`src/rtl/video_source_sequencer_pkg.sv`:
```
// Shared encodings for the video source sequencer: mixer source codes,
// sequencer states and counter widths.
package video_pkg;

   typedef enum logic [1:0] {
      SRC_PI       = 2'd0,
      SRC_TESTCARD = 2'd1,
      SRC_OVERLAY  = 2'd2,
      SRC_BLACK    = 2'd3
   } src_t;

   typedef enum logic [1:0] {
      ST_IDLE,
      ST_ALIGN,
      ST_MUTE,
      ST_COMMIT
   } state_t;

   localparam int TIMEOUT_W = 19;
   localparam int FIELD_W   = 3;

endpackage

```
`src/rtl/video_source_sequencer_if.sv`:
```
// Source-change request channel between a controller and the sequencer.
interface video_source_sequencer_if;

   // reqValid/reqReady: a request transfers on a cycle where both are high.
   // Requests offered while reqReady is low are dropped, never queued.
   logic       reqValid;
   logic [1:0] reqSource;
   logic       reqReady;

   modport master (output reqValid, output reqSource, input reqReady);
   modport slave  (input reqValid, input reqSource, output reqReady);

endinterface

```
`src/rtl/video_source_sequencer_fieldstart_detect.sv`:
```
// Enable-gated sampler for an active-low sync; pulses on a 1->0 transition
// seen across two consecutive enable cycles.
module fieldstart_detect (
   input  logic clk,
   input  logic rst,
   input  logic en,
   input  logic sync_n,
   output logic start
);

   logic sample_q;

   always_ff @(posedge clk) begin
      if (rst) begin
         sample_q <= 1'b0;
      end else if (en) begin
         sample_q <= sync_n;
      end
   end

   assign start = en & sample_q & ~sync_n;

endmodule

```
`src/rtl/video_source_sequencer.sv`:
```
// Switches the mixer source only at field boundaries, muting whole fields
// around the change and forcing the switch if vSync disappears.
module video_source_sequencer
   import video_pkg::*;
#(
   parameter int         MUTE_FIELDS    = 2,
   parameter int         TIMEOUT_PIXELS = 400000,
   parameter logic [1:0] DEFAULT_SOURCE = SRC_PI
) (
   input  logic                    pixelClockX6,
   input  logic                    reset,
   input  logic                    pixelClockX1_en,
   input  logic                    vSync,
   video_source_sequencer_if.slave req,
   output logic [1:0]              srcSelect,
   output logic                    muteActive,
   output logic                    switchDone,
   output logic                    timeoutFlag,
   output state_t                  fsm_state
);

   localparam logic [TIMEOUT_W-1:0] TIMEOUT_LAST = TIMEOUT_W'(TIMEOUT_PIXELS - 1);
   localparam logic [FIELD_W-1:0]   MUTE_LOAD    = FIELD_W'(MUTE_FIELDS);

   state_t               state_q, state_d;
   logic [1:0]           src_q, src_d, pend_q, pend_d;
   logic                 mute_q, mute_d, done_q, done_d, tflag_q, tflag_d;
   logic [FIELD_W-1:0]   fcnt_q, fcnt_d;
   logic [TIMEOUT_W-1:0] tcnt_q, tcnt_d;
   logic                 field_start, accept, timeout_hit, commit;

   fieldstart_detect u_field (
      .clk    (pixelClockX6),
      .rst    (reset),
      .en     (pixelClockX1_en),
      .sync_n (vSync),
      .start  (field_start)
   );

   assign req.reqReady = (state_q == ST_IDLE);
   assign accept       = req.reqValid && req.reqReady;
   // A field start on the last allowed pixel beats the timeout.
   assign timeout_hit  = pixelClockX1_en && !field_start && (tcnt_q == TIMEOUT_LAST);

   always_comb begin
      state_d = state_q;
      src_d   = src_q;
      pend_d  = pend_q;
      mute_d  = mute_q;
      done_d  = 1'b0;
      tflag_d = tflag_q;
      fcnt_d  = fcnt_q;
      tcnt_d  = tcnt_q;
      commit  = 1'b0;
      case (state_q)
         ST_IDLE: begin
            if (accept) begin
               if (req.reqSource == src_q) begin
                  done_d = 1'b1;
               end else begin
                  pend_d  = req.reqSource;
                  tflag_d = 1'b0;
                  tcnt_d  = '0;
                  state_d = ST_ALIGN;
               end
            end
         end
         ST_ALIGN, ST_MUTE: begin
            if (field_start) begin
               tcnt_d = '0;
               if (state_q == ST_ALIGN) begin
                  if (MUTE_FIELDS == 0) begin
                     commit = 1'b1;
                  end else begin
                     mute_d  = 1'b1;
                     fcnt_d  = MUTE_LOAD;
                     state_d = ST_MUTE;
                  end
               end else if (fcnt_q <= 1) begin
                  commit = 1'b1;
               end else begin
                  fcnt_d = fcnt_q - 1'b1;
               end
            end else if (timeout_hit) begin
               tflag_d = 1'b1;
               commit  = 1'b1;
            end else if (pixelClockX1_en) begin
               tcnt_d = tcnt_q + 1'b1;
            end
         end
         ST_COMMIT: state_d = ST_IDLE;
         default:   state_d = ST_IDLE;
      endcase
      // Commit results are registered on entry so they are visible during
      // the single COMMIT cycle, i.e. the cycle after the deciding event.
      if (commit) begin
         state_d = ST_COMMIT;
         src_d   = pend_q;
         mute_d  = 1'b0;
         done_d  = 1'b1;
         fcnt_d  = '0;
      end
   end

   always_ff @(posedge pixelClockX6) begin
      if (reset) begin
         state_q <= ST_IDLE;
         src_q   <= DEFAULT_SOURCE;
         pend_q  <= DEFAULT_SOURCE;
         mute_q  <= 1'b0;
         done_q  <= 1'b0;
         tflag_q <= 1'b0;
         fcnt_q  <= '0;
         tcnt_q  <= '0;
      end else begin
         state_q <= state_d;
         src_q   <= src_d;
         pend_q  <= pend_d;
         mute_q  <= mute_d;
         done_q  <= done_d;
         tflag_q <= tflag_d;
         fcnt_q  <= fcnt_d;
         tcnt_q  <= tcnt_d;
      end
   end

   assign srcSelect   = src_q;
   assign muteActive  = mute_q;
   assign switchDone  = done_q;
   assign timeoutFlag = tflag_q;
   assign fsm_state   = state_q;

endmodule

```
`src/flat_wrapper.sv`:
```
// flat-port wrapper written by rule: the top's interface ports become plain ports
module video_source_sequencer_flat import video_pkg::*;
#(
   parameter int         MUTE_FIELDS    = 2,
   parameter int         TIMEOUT_PIXELS = 400000,
   parameter logic [1:0] DEFAULT_SOURCE = SRC_PI
)
  (pixelClockX6, reset, pixelClockX1_en, vSync, srcSelect, muteActive, switchDone, timeoutFlag, fsm_state, req_reqValid, req_reqSource, req_reqReady);
  video_source_sequencer_if req_i ();
  input  logic pixelClockX6;
  input  logic reset;
  input  logic pixelClockX1_en;
  input  logic vSync;
  output logic [1:0] srcSelect;
  output logic muteActive;
  output logic switchDone;
  output logic timeoutFlag;
  output state_t fsm_state;
  input wire logic [$bits(req_i.reqValid)-1:0] req_reqValid;
  input wire logic [$bits(req_i.reqSource)-1:0] req_reqSource;
  output wire logic [$bits(req_i.reqReady)-1:0] req_reqReady;
  assign req_i.reqValid = req_reqValid;
  assign req_i.reqSource = req_reqSource;
  assign req_reqReady = req_i.reqReady;
  video_source_sequencer #(.MUTE_FIELDS(MUTE_FIELDS), .TIMEOUT_PIXELS(TIMEOUT_PIXELS), .DEFAULT_SOURCE(DEFAULT_SOURCE)) u_core (.pixelClockX6(pixelClockX6), .reset(reset), .pixelClockX1_en(pixelClockX1_en), .vSync(vSync), .req(req_i), .srcSelect(srcSelect), .muteActive(muteActive), .switchDone(switchDone), .timeoutFlag(timeoutFlag), .fsm_state(fsm_state));
endmodule
```
`config.mk`:
```
export PLATFORM = sky130hd
export DESIGN_NAME = video_source_sequencer_flat
export DESIGN_NICKNAME = d
export VERILOG_FILES = /design/src/rtl/video_source_sequencer_pkg.sv /design/src/rtl/video_source_sequencer_if.sv /design/src/rtl/video_source_sequencer_fieldstart_detect.sv /design/src/rtl/video_source_sequencer.sv /design/src/flat_wrapper.sv
export SDC_FILE = /design/constraint.sdc
export NUM_CORES = 1
export LEC_CHECK = 0
export BUFFER_PORTS_ARGS = -buffer_cell sky130_fd_sc_hd__buf_4
export CORE_AREA = 2 2 74 59
export DETAILED_ROUTE_END_ITERATION = 7
export DIE_AREA = 0 0 76 61
export GPL_TIMING_DRIVEN = 0
export PLACE_DENSITY = 0.64
export SLEW_MARGIN = 20
export SYNTH_ARGS = -nofsm -noshare
export SYNTH_HDL_FRONTEND = slang
export SYNTH_SLANG_ARGS = --single-unit
```
`constraint.sdc`:
```
create_clock -name pixelClockX6 -period 2.4 [get_ports pixelClockX6]
set_clock_uncertainty 0.15 [all_clocks]
set_input_delay 0.24 -clock pixelClockX6 [delete_from_list [all_inputs] [get_ports pixelClockX6]]
set_output_delay 0.24 -clock pixelClockX6 [all_outputs]
set_load 0.05 [all_outputs]
```
[Yosys cells after proc, flatten, opt, wreduce, memory -nomap -nowiden]
Cells that the tools add are included.
Operators by class
  $add $sub $neg: 2
  order comparisons: 1
  equal/unequal tests: 16
  mux-type cells: 28
  bitwise gates (word level): 4
  reduce and logical (&&, ||, !) cells: 14
Operator list (count)
  $mux W19: 5
  $pmux W19 S2: 1
  $add A19 B1 Y19 const B: 1
  $eq A19 B19 Y1 const B: 1
  $mux W1: 13
  $mux W2: 5
  $reduce_and A5 Y1: 2
  $reduce_and A3 Y1: 3
  $mux W3: 2
  $ne A2 B2 Y1 const B: 3
  $ne A3 B1 Y1 const B: 2
  $ne A3 B2 Y1 const B: 2
  $ne A3 B3 Y1 const B: 2
  $pmux W2 S3: 1
  $eq A2 B2 Y1 const B: 2
  $ne A2 B1 Y1 const B: 2
  $reduce_and A4 Y1: 1
  $reduce_or A2 Y1: 2
  $le A3 B1 Y1 const B: 1
  $logic_and A1 B1 Y1: 3
  $sub A3 B1 Y3 const B: 1
  $and A1 B1 Y1: 2
  $eq A2 B1 Y1 const B: 1
  $eq A2 B2 Y1: 1
  other kinds (5): 6
Word-level totals
  register bits after elaboration: 32
  output and inout port bits: 8
  word-level logic and storage cells: 74

[Logic depth before layout (Yosys ltp)]
Gate-level depths: netlist of run 1.
  depth in word-level cells: 10
  gate-level depth with buffers: 9

[Modules after synthesis]
From an unflattened synthesis of run 1, not the netlist that was laid out.
Second synthesis, totals
  cells, all modules: 223
  area total of the unflattened synthesis: 1830.5 µm²
By module, submodules not included
  video_source_sequencer: times used 1, cells each 219, area each 1786.7 µm², sequential area each 620.6 µm²
  fieldstart_detect: times used 1, cells each 4, area each 43.8 µm², sequential area each 20.0 µm²

[Least setup slack after synthesis of run 1]
No wires, ideal clock.
  path kind: register -> register
  start point: register u_core.state_q[0] (netlist: u_core.fsm_state[0])
  end point: register u_core.state_q[0] (netlist: u_core.fsm_state[0])
  library setup time: 0.072 ns
  data arrival time: 2.392 ns
  slack: -0.213 ns
  stages on the path, launching flop included: 10
  buffers on the path: 2
  period minus slack after synthesis: 2.613 ns
  cell sequence: dfxtp_1 > inv_1 > ha_1 > buf_2 > clkinv_1 > nor2_1 > clkbuf_1 > a21oi_1 > o22ai_1 > mux2i_1
Between the ends
  cells in the longest elaborated chain, start to end: 6
Ends and longest elaborated chain
  start, declared: RTL line video_source_sequencer.sv:25  | state_t state_q, state_d;
  start signal, assigned: RTL line video_source_sequencer.sv:116  | state_q <= state_d;
  $eq A2 B1 Y1: RTL line video_source_sequencer.sv:55, video_source_sequencer.sv:71
  $mux W1: RTL line video_source_sequencer.sv:71  | if (state_q == ST_ALIGN) begin
  $mux W1: RTL line video_source_sequencer.sv:69  | if (field_start) begin
  $mux W1: RTL line video_source_sequencer.sv:55  | case (state_q)
  $ne A3 B3 Y1 (no line) / $ne A3 B1 Y1 (equally long branches)
  $reduce_and A4 Y1 (no line)
Several ways; a longest one is shown, not always the timed one.
A chain may end at the register's enable or synchronous reset.

[Worst setup path after layout of run 1]
  start point: register u_core.state_q[1] (netlist: u_core.fsm_state[1])
  end point: register u_core.tcnt_q[6]
Between the ends
  cells in the longest elaborated chain, start to end: 4
Ends and longest elaborated chain
  $eq A2 B2 Y1 (tied with other cells): RTL line video_source_sequencer.sv:55
  $reduce_or A2 Y1 / $logic_and A1 B1 Y1 (equally long branches): RTL line video_source_sequencer.sv:55, video_source_sequencer.sv:41
  $ne A3 B2 Y1 (no line) (tied with other cells)
  $reduce_and A5 Y1 (no line)
  end signal, assigned: RTL line video_source_sequencer.sv:123  | tcnt_q <= tcnt_d;
  end, declared: RTL line video_source_sequencer.sv:29  | logic [TIMEOUT_W-1:0] tcnt_q, tcnt_d;
Several ways; a longest one is shown, not always the timed one.

==> flow_summary.yaml, run 1 <==
synth:
  synth.avg_cell_area_um2: 8.16
  synth_simple_gate_area_share_pct: 27.4
  syn_inst: 230
  synth_compound_area_share_pct: 24.5
  synthXorXnorAreaFrac_pct: 1.40
  yosys.cell_types.count: 50
  synth.largest_area_cell: "dfxtp_1"
  synth_area_um2: 1880
  synth_top_family_by_area: "simple AND/OR/NAND/NOR gates"
  synthTopCellsByArea: "dfxtp_1 34%, ha_1 5.3%, a311oi_1 4.7%"
  ys_seq_area_share_pct: 34.1
  synth_warnings: 0
  synthDominantCellAreaShare_pct: 34.1
  synth_seq_cells: 32
  synth_top_flop_cell: "dfxtp_1"
  synth_edf_count: 0
  synthArstFlopShare_pct: 0
  syn_nets: 245
  synth_adder_area_share_pct: 5.33
  synth_mux_area_share_pct: 2.13
routing:
  first_pass_iters: 4
  vias: 1848
  route.met2.wl_um: 2050
  viasPerCell: 5.92
  drt_iter0_drc: 104
  dr.max_layer_used: "met4"
  wirelength_um: 4930
  wl_met3_um: 260
  wl_met1_um: 2570
  wl_per_cell_um: 15.8
  ant_nets: 0
  drc: 0
worst_setup_path:
  reg2reg_from: "u_core.fsm_state[1]"
  crit_required_ns: 2.44
  startpoint_type: "flip-flop"
  criticalPathCategory: "reg2reg"
  path_cells: "inv_1 > ha_1 > clkbuf_4 > nand3_1 > a211oi_4 > buf_4 > a41oi_1 > a311oi_1"
  worstPathArrival_ns: 2.32
  worst_r2r_endpoint: "u_core.tcnt_q[6]"
  cpPeakStageDelay_ns: 0.37
  reg2reg_slack_ns: 0.13
  r2r_cells: 8
  cpMaxStageDelayCell: "dfxtp_2"
  endpoint_kind: "flip-flop"
  crit_fanout: 10
clocking:
  cts_sinks: 32
  clock_latency_ns: 0.29
  cts_tree: "yes"
  htreeDepth: 2
  cts-root-buf: "clkbuf_8"
  cts.hold.buffers_added: 0
  cts.path.max_buffers: 2
  cts_buffers: 5
  path_clk_slew_ns: 0.07
run_status:
  outcome: "finished clean"
pwr:
  pwr-share-seq_pct: 31.0
  p_leak_uw: 0.000792
  p_comb_share_pct: 38.5
  intPower_uw: 1170
  swShare_pct: 38.3
  vdd_ir_drop_max_v: 0.000505
  powerDensity_nw_per_um2: 841
  clkPwrFrac_pct: 30.5
  power.switching_uw: 725
grt:
  antenna_found_initial: 0
  grt_usage_pct: 22.8
  grt_max_degree: 11
  grt_pass1_vias: 1589
  grt_overflow: 0
  grt_pass1_wl_um: 8120
timing:
  setup_violations: 0
  hold_viol: 0
  tightest_slew_ns: 0.570
  fin_crit_sh_pct: 94.7
  fin_setup_tns_ns: 0
  timing.fmax_ghz: 0.440
  slew-limit-headroom_pct: 62.0
  rsz0062_at_grt: "false"
  finalMaxSlewViolations: 0
  period_needed_ns: 2.27
final_layout:
  layout-drive-gt1-share_pct: 19.1
  final_core_util_pct: 58.0
  layout.nets: 271
  stdcell_area_um2: 2250
  antenna_cells: 0
  nFillCells: 375
  area_growth_pct: 19.8
min_path:
  hp-class: "in2reg"
  worstHoldStart: "req_reqSource[1]"
  hold_depth: 3
  holdPathEnd: "u_core.pend_q[1]"
die:
  die_h_um: 61
  start_util_pct: 48.4
  dieArea_um2: 4640
  ios: 15
  dieWidth_um: 76
  coreArea_um2: 3880
  num_rows: 20
run:
  cap_violations: 0
placement:
  placed_cell_area_um2: 2050
  io_buffers: 13
  dp_hpwl_um: 3510
  place.gp.congestion: 0.806
## logic make-up after synthesis
| family | count (synthesis) |
|---|---|
| adders and majority gates | 8 |
| muxes | 4 |
| DFF | 32 |
| buffers and inverters | 21 |
| AOI/OAI and AO/OA | 67 |
| xor gates and xnor gates | 3 |
| and+or+nand+nor | 95 |
## stage by stage
step                      power (uW)  hold WS (ns)  setup WS (ns)  instances
after floorplan                 1080         0.237         0.0747        230
after global placement          1260         0.325         -0.228        298
after detailed placement        1260         0.322         -0.232        298
after CTS                       1860        0.0558        0.00760        307
after global routing            1990        0.0791         0.0111        312
final                           1890        0.0620          0.127        312
## critical path, delay by kind of cell (launching register included)
kind            cells  cell delay [ns]
simple gates        1             0.14
fa+ha+maj           1             0.28
compound gates      3             0.74
buf+inv             3             0.51
flops               1             0.37
## synthesized netlist by cell type, types with 2 or more instances
cell and instances:
a211oi_1 3, a21oi_1 13, a311oi_1 10, a31oi_1 13, and3_1 4, and3b_1 2, and4_1 2, buf_2 4
clkbuf_1 7, dfxtp_1 32, ha_1 8, inv_1 7, mux2i_1 4, nand2_1 16, nand2b_1 3, nand3_1 10
nand3b_1 2, nand4_1 7, nor2_1 19, nor2b_1 4, nor3_1 10, nor4_1 3, o21a_1 2, o21ai_0 12
o31ai_1 2, or2_1 2, or3_1 4, xor2_1 3
## state kept, by name, summed over array words and instances, names as in the netlist
name / cells
u_core.pend_q: 2
u_core.u_field.sample_q: 1
u_core.fcnt_q: 3
u_core.switchDone: 1
u_core.muteActive: 1
u_core.fsm_state: 2
u_core.srcSelect: 2
u_core.timeoutFlag: 1
u_core.tcnt_q: 19
## worst max path at each step
| stage | startpoint | slack [ns] | cells past startpoint | end |
|---|---|---|---|---|
| floorplan | u_core.fsm_state[1] | 0.07 | 9 | u_core.fsm_state[0] |
| global placement | u_core.fsm_state[1] | -0.23 | 9 | u_core.fsm_state[0] |
| detailed placement | u_core.fsm_state[0] | -0.23 | 9 | u_core.fsm_state[0] |
| CTS | u_core.tcnt_q[0] | 0.008 | 8 | u_core.tcnt_q[2] |
| global route | u_core.fsm_state[0] | 0.01 | 8 | u_core.tcnt_q[18] |
| finish | u_core.fsm_state[1] | 0.13 | 8 | u_core.tcnt_q[6] |
## cells in the final DEF (no fill, tap or decap), drive strengths merged, types with 4 or more instances in the layout
master | Yosys | layout
ha | 8 | 8
mux2i | 4 | 4
a21oi | 13 | 13
buf | 6 | 24
or3 | 4 | 4
inv | 7 | 8
a211oi | 4 | 4
and3 | 4 | 4
nor3 | 11 | 11
clkbuf | 7 | 15
nand3 | 10 | 10
nand4 | 7 | 7
nand2 | 16 | 16
o21ai | 13 | 13
nor2 | 20 | 20
a311oi | 10 | 10
dfxtp | 32 | 32
a31oi | 13 | 13
nor2b | 4 | 4
## power groups by stage
stage | combinational (uW) | sequential (uW) | clock (uW)
after global placement | 663 | 596 | 0
final | 728 | 585 | 578
after global routing | 793 | 589 | 610
after CTS | 681 | 584 | 594
after detailed placement | 667 | 596 | 0
after floorplan | 446 | 635 | 0
## area by class of cell
| class | count | area [um2] | area share (%) |
|---|---|---|---|
| plain buffers | 13 | 75.1 | 3.34 |
| clock buffers | 7 | 96.3 | 4.28 |
| clock inverters | 1 | 30.0 | 1.34 |
| inverters | 8 | 32.5 | 1.45 |
| multi-input cells | 177 | 1160 | 51.5 |
| flip-flops and latches | 32 | 644 | 28.7 |
| well taps | 55 | 68.8 | 3.06 |
| repair buffers | 19 | 143 | 6.34 |
## what timing repair did
item,in CTS,in global routing
setup endpoints to repair,19,20
pin swaps,3,2
buffers inserted,1,5
resized for setup,3,8
## per-layer routing
layer / global-route usage, % / up-vias
li1: - / 925
met1: 33.7 / 876
met2: 31.6 / 41
met3: 6.25 / 6
met4: 8.83 / 0
met5: 0 / -
(Power assumes the default switching activity.)
==> run 2, diff against run 1 <==
- CORE_AREA: 2 2 74 59 -> 2 2 104 81
- CTS_CLUSTER_DIAMETER: default -> 120
- DIE_AREA: 0 0 76 61 -> 0 0 106 83
- PLACE_DENSITY: 0.64 -> 0.37
==> run 2 against run 1 <==
  * Global-route usage fell by 8.9 points
  * Total power is 1.0% higher
  * Register-to-register slack hardly changed
  * Sequential share of layout area down 0.91 points
  * Hold slack got worse by 0.0059 ns
  * Utilization fell by 28 points
  * Count of clock-buffer cells in the layout stayed put
  * Die area rose by 90%
  * Cell count is 16% higher
  * Routed wire length rose by 16%
  * Critical path depth is 1 lower
  * Critical endpoint is now u_core.tcnt_q[9]
  * Highest routed layer unchanged
==> flow_summary.yaml, run 2 (synthesized netlist as in run 1, its figures left out) <==
final_layout:
  final_core_util_pct: 30.0
  largest_register: "u_core.tcnt_q"
  layout-drive-gt1-share_pct: 19.4
  reg.largest.list: "u_core.tcnt_q: 19 flops, u_core.fcnt_q: 3 flops"
  layout_common_cells: "29 x dfxtp_1, 21 x buf_4, 18 x nor2_1"
  layoutNonFillerInstCount: 363
  area_growth_pct: 23.7
  layout.nets: 272
  antenna_cells: 0
  mostFrequentLayoutCell: "dfxtp_1"
  largest_reg_flops: 19
  nFillCells: 834
routing:
  drc: 0
  vias: 1809
  wirelength_um: 5710
  wl_per_cell_um: 15.7
  drt_iter0_drc: 149
  first_pass_iters: 4
  ant_nets: 0
  viasPerCell: 4.98
grt:
  grt_pass1_vias: 1698
  grt_max_degree: 11
  antenna_found_initial: 0
  grt_usage_pct: 13.9
  grt_pass1_wl_um: 9540
  grt_overflow: 0
clocking:
  htreeDepth: 2
  clock_latency_ns: 0.29
  cts-root-buf: "clkbuf_8"
  cts_buffers: 5
  cts_tree: "yes"
  cts.hold.buffers_added: 0
  cts_sinks: 32
  cts.path.max_buffers: 2
  path_clk_slew_ns: 0.07
min_path:
  worstHoldStart: "req_reqSource[0]"
  hp-class: "in2reg"
die:
  dieWidth_um: 106
  ios: 15
  dieArea_um2: 8800
  die_h_um: 83
  coreArea_um2: 7740
  start_util_pct: 24.2
  num_rows: 28
worst_setup_path:
  startpoint_type: "flip-flop"
  reg2reg_from: "u_core.fsm_state[0]"
  endpoint_kind: "flip-flop"
  worstPathArrival_ns: 2.25
  crit_required_ns: 2.40
  crit_fanout: 10
  criticalPathCategory: "reg2reg"
  cp-endpoint: "u_core.tcnt_q[9]"
  r2r_cells: 7
  setup.worst_path.start: "u_core.fsm_state[0]"
  worst_r2r_endpoint: "u_core.tcnt_q[9]"
  reg2reg_slack_ns: 0.14
timing:
  slew-limit-headroom_pct: 60.2
  hold_viol: 0
  timing.fmax_ghz: 0.443
  setup_violations: 0
  tightest_slew_ns: 0.597
  fin_crit_sh_pct: 94.1
  rsz0062_at_grt: "false"
  finalMaxSlewViolations: 0
  period_needed_ns: 2.26
placement:
  place.gp.congestion: 0.747
  dp_cells: 348
  io_buffers: 13
  dp_hpwl_um: 4120
pwr:
  powerDensity_nw_per_um2: 822
  p_leak_uw: 0.000795
  vdd_ir_drop_max_v: 0.000224
run:
  cap_violations: 0
run_status:
  outcome: "finished clean"
## run 2: cell types whose count changed in the layout (fill, tap and decap cells not counted), sizes merged
cell | before | now
inv | 8 | 7
buf | 24 | 25
clkinv | 0 | 1
## run 2: metrics by stage
step / cell area, um2 / total power (uW) / setup WS, ns / setup TNS [ns] / hold slack [ns]
2_1_floorplan: 1880 / 1080 / 0.0747 / 0 / 0.237
3_3_place_gp: 2110 / 1300 / -0.380 / -4.24 / 0.329
3_5_place_dp: 2110 / 1290 / -0.325 / -3.44 / 0.322
4_1_cts: 2270 / 1910 / 0.00887 / 0 / 0.0518
5_1_grt: 2320 / 2030 / 0.00442 / 0 / 0.0740
6_report: 2320 / 1910 / 0.142 / 0 / 0.0561
## run 2: timing repair
action | 4_1_cts | 5_1_grt
setup buffers | 2 | 5
pin swaps | 2 | 3
resized for setup | 6 | 4
setup endpoints to repair | 21 | 23
## run 2: worst min-delay path by stage
stage	depth (start not counted)	to	slack, ns
detailed placement	2	u_core.srcSelect[1]	0.32
floorplan	2	u_core.u_field.sample_q	0.24
CTS	3	u_core.pend_q[0]	0.05
global placement	2	u_core.srcSelect[1]	0.33
global route	3	u_core.pend_q[1]	0.07
finish	3	u_core.pend_q[0]	0.06
## run 2: critical path, cell delays in order (launching register included)
cell	delay, ns
dfxtp_2	0.39
inv_1	0.08
ha_1	0.28
clkbuf_4	0.20
a221o_1	0.49
nor2_2	0.23
buf_6	0.19
a311oi_1	0.10
## run 2: area by class of cell
| cell class | count | area, um2 | area share, % |
|---|---|---|---|
| sequential | 32 | 644 | 27.7 |
| tap | 105 | 131 | 5.66 |
| clock buffer | 7 | 96.3 | 4.15 |
| clock inverter | 1 | 30.0 | 1.29 |
| inverter | 8 | 35.0 | 1.51 |
| timing repair buffer | 20 | 150 | 6.47 |
| multi-input combinational | 177 | 1160 | 50.1 |
| buffer | 13 | 71.3 | 3.07 |
## run 2: report_power, final
| part | total (uW) | internal, uW | switching, uW |
|---|---|---|---|
| registers | 585 | 559 | 26.1 |
| clock network | 587 | 367 | 221 |
| logic | 738 | 233 | 505 |
## run 2: routing by layer
metal,part of all wire (%),vias up,global-route usage [%]
li1,-,925,-
met1,57,845,22.6
met2,38,31,17.7
met3,3.2,8,2.59
met4,1.3,0,4.31
met5,0,-,0
==> run 3, diff against run 2 <==
- RECOVER_POWER: default -> 100
==> run 3 against run 2 <==
  * Combinational power is 3% lower
  * Worst setup slack better by 0.013 ns
  * Die area stayed put
  * Sequential share of layout area is 0.41 points higher
  * Global-route usage stayed put
  * First-iteration DRC count is 16% lower
  * Routed wire length is 0.40% higher
  * Flip-flop and latch count stayed put
  * Register-to-register slack hardly changed
  * Via count is 0.55% lower
  * Critical endpoint unchanged
  * Largest cell class unchanged
  * Largest power group unchanged
==> flow_summary.yaml, run 3 (synthesized netlist as in run 1, its figures left out) <==
die:
  coreArea_um2: 7740
  start_util_pct: 24.2
  dieArea_um2: 8800
  num_rows: 28
  dieWidth_um: 106
  die_h_um: 83
  ios: 15
pwr:
  p_leak_uw: 0.000761
  vdd_ir_drop_max_v: 0.000228
  power_uw: 1890
  powerDensity_nw_per_um2: 825
routing:
  vias: 1799
  wirelength_um: 5730
  wl_per_cell_um: 15.8
  ant_nets: 0
  drc: 0
  viasPerCell: 4.96
  first_pass_iters: 4
  drt_iter0_drc: 125
worst_setup_path:
  endpoint_kind: "flip-flop"
  path_depth: 7
  reg2reg_from: "u_core.fsm_state[0]"
  startpoint_type: "flip-flop"
  worst_r2r_endpoint: "u_core.tcnt_q[9]"
  crit_buf_inv: 3
  reg2reg_slack_ns: 0.15
  cpPeakStageDelay_ns: 0.49
  path_cells: "inv_1 > ha_1 > clkbuf_4 > a221o_1 > nor2_2 > buf_6 > a311oi_1"
  crit_required_ns: 2.39
  crit_fanout: 10
  criticalPathCategory: "reg2reg"
  r2r_cells: 7
  setup.worst_path.start: "u_core.fsm_state[0]"
  cp-endpoint: "u_core.tcnt_q[9]"
  worstPathArrival_ns: 2.23
  cpMaxStageDelayCell: "a221o_1"
  crit_family: "compound AO/OA/AOI/OAI gates"
final_layout:
  reg.largest.list: "u_core.tcnt_q: 19 flops, u_core.fcnt_q: 3 flops"
  layoutNonFillerInstCount: 363
  layout_common_cells: "29 x dfxtp_1, 18 x nor2_1, 16 x nand2_1"
  mostFrequentLayoutCell: "dfxtp_1"
  largest_register: "u_core.tcnt_q"
  final_core_util_pct: 29.6
  area_growth_pct: 21.9
  nFillCells: 840
  layout-drive-gt1-share_pct: 15.9
  layout.nets: 272
  largest_reg_flops: 19
  antenna_cells: 0
grt:
  grt_max_degree: 11
  grt_pass1_wl_um: 9540
  antenna_found_initial: 0
  grt_pass1_vias: 1698
  grt_overflow: 0
  grt_usage_pct: 13.9
timing:
  finalMaxSlewViolations: 0
  fin_crit_sh_pct: 93.5
  timing.fmax_ghz: 0.445
  slew-limit-headroom_pct: 59.8
  setup_violations: 0
  tightest_slew_ns: 0.604
  hold_viol: 0
  rsz0062_at_grt: "false"
  period_needed_ns: 2.25
placement:
  place.gp.congestion: 0.747
  dp_hpwl_um: 4120
  io_buffers: 13
  dp_cells: 348
clocking:
  cts.path.max_buffers: 2
  cts_tree: "yes"
  cts-root-buf: "clkbuf_8"
  htreeDepth: 2
  cts_sinks: 32
  clock_latency_ns: 0.29
  path_clk_slew_ns: 0.07
  cts_buffers: 5
min_path:
  hp-class: "in2reg"
run_status:
  outcome: "finished clean"
run:
  cap_violations: 0
## run 3: cell type report
class / instances / area [um2] / share of cell area, %
clock buffers: 7 / 96.3 / 4.21
clock inverters: 1 / 30.0 / 1.31
flip-flops and latches: 32 / 644 / 28.2
plain buffers: 13 / 71.3 / 3.12
well taps: 105 / 131 / 5.74
repair buffers: 20 / 116 / 5.08
multi-input cells: 177 / 1160 / 50.8
inverters: 8 / 35.0 / 1.53
## run 3: per-stage QoR
| stage | setup WS (ns) | hold WS, ns | area [um2] | TNS [ns] |
|---|---|---|---|---|
| 2_1_floorplan | 0.0747 | 0.237 | 1880 | 0 |
| 3_3_place_gp | -0.380 | 0.329 | 2110 | -4.24 |
| 3_5_place_dp | -0.325 | 0.322 | 2110 | -3.44 |
| 4_1_cts | 0.00887 | 0.0518 | 2270 | 0 |
| 5_1_grt | 0.00534 | 0.0740 | 2290 | 0 |
| 6_report | 0.155 | 0.0597 | 2290 | 0 |
## run 3: worst min path at each step
| stage | from | end | cells after the start |
|---|---|---|---|
| final | req_reqSource[0] | u_core.pend_q[0] | 3 |
| after floorplan | vSync | u_core.u_field.sample_q | 2 |
| after CTS | req_reqSource[0] | u_core.pend_q[0] | 3 |
| after global placement | u_core.pend_q[1] | u_core.srcSelect[1] | 2 |
| after global routing | req_reqSource[1] | u_core.pend_q[1] | 3 |
| after detailed placement | u_core.pend_q[1] | u_core.srcSelect[1] | 2 |
## run 3: metal layers
metal / GRT usage [%] / routed length, um
met5: 0 / 0
met4: 4.31 / 62
met3: 2.59 / 217
met1: 22.6 / 3200
met2: 17.7 / 2250
## run 3: what timing repair did
item,CTS,global route
buffers inserted,2,5
pin swaps,2,3
hold buffers,0,0
setup endpoints to repair,21,23
gates resized for setup,6,4
## run 3: worst register-to-register path, cell delays in order (launching register included)
cell and delay [ns]:
dfxtp_2 0.39, inv_1 0.08, ha_1 0.28, clkbuf_4 0.20, a221o_1 0.49, nor2_2 0.22, buf_6 0.18, a311oi_1 0.10
## run 3: power breakdown
part / internal, uW / switching (uW) / leakage, uW
registers: 559 / 25.6 / 0.000260
logic: 215 / 504 / 0.000437
clock network: 367 / 219 / 0.0000645
total: 1140 / 748 / 0.000761
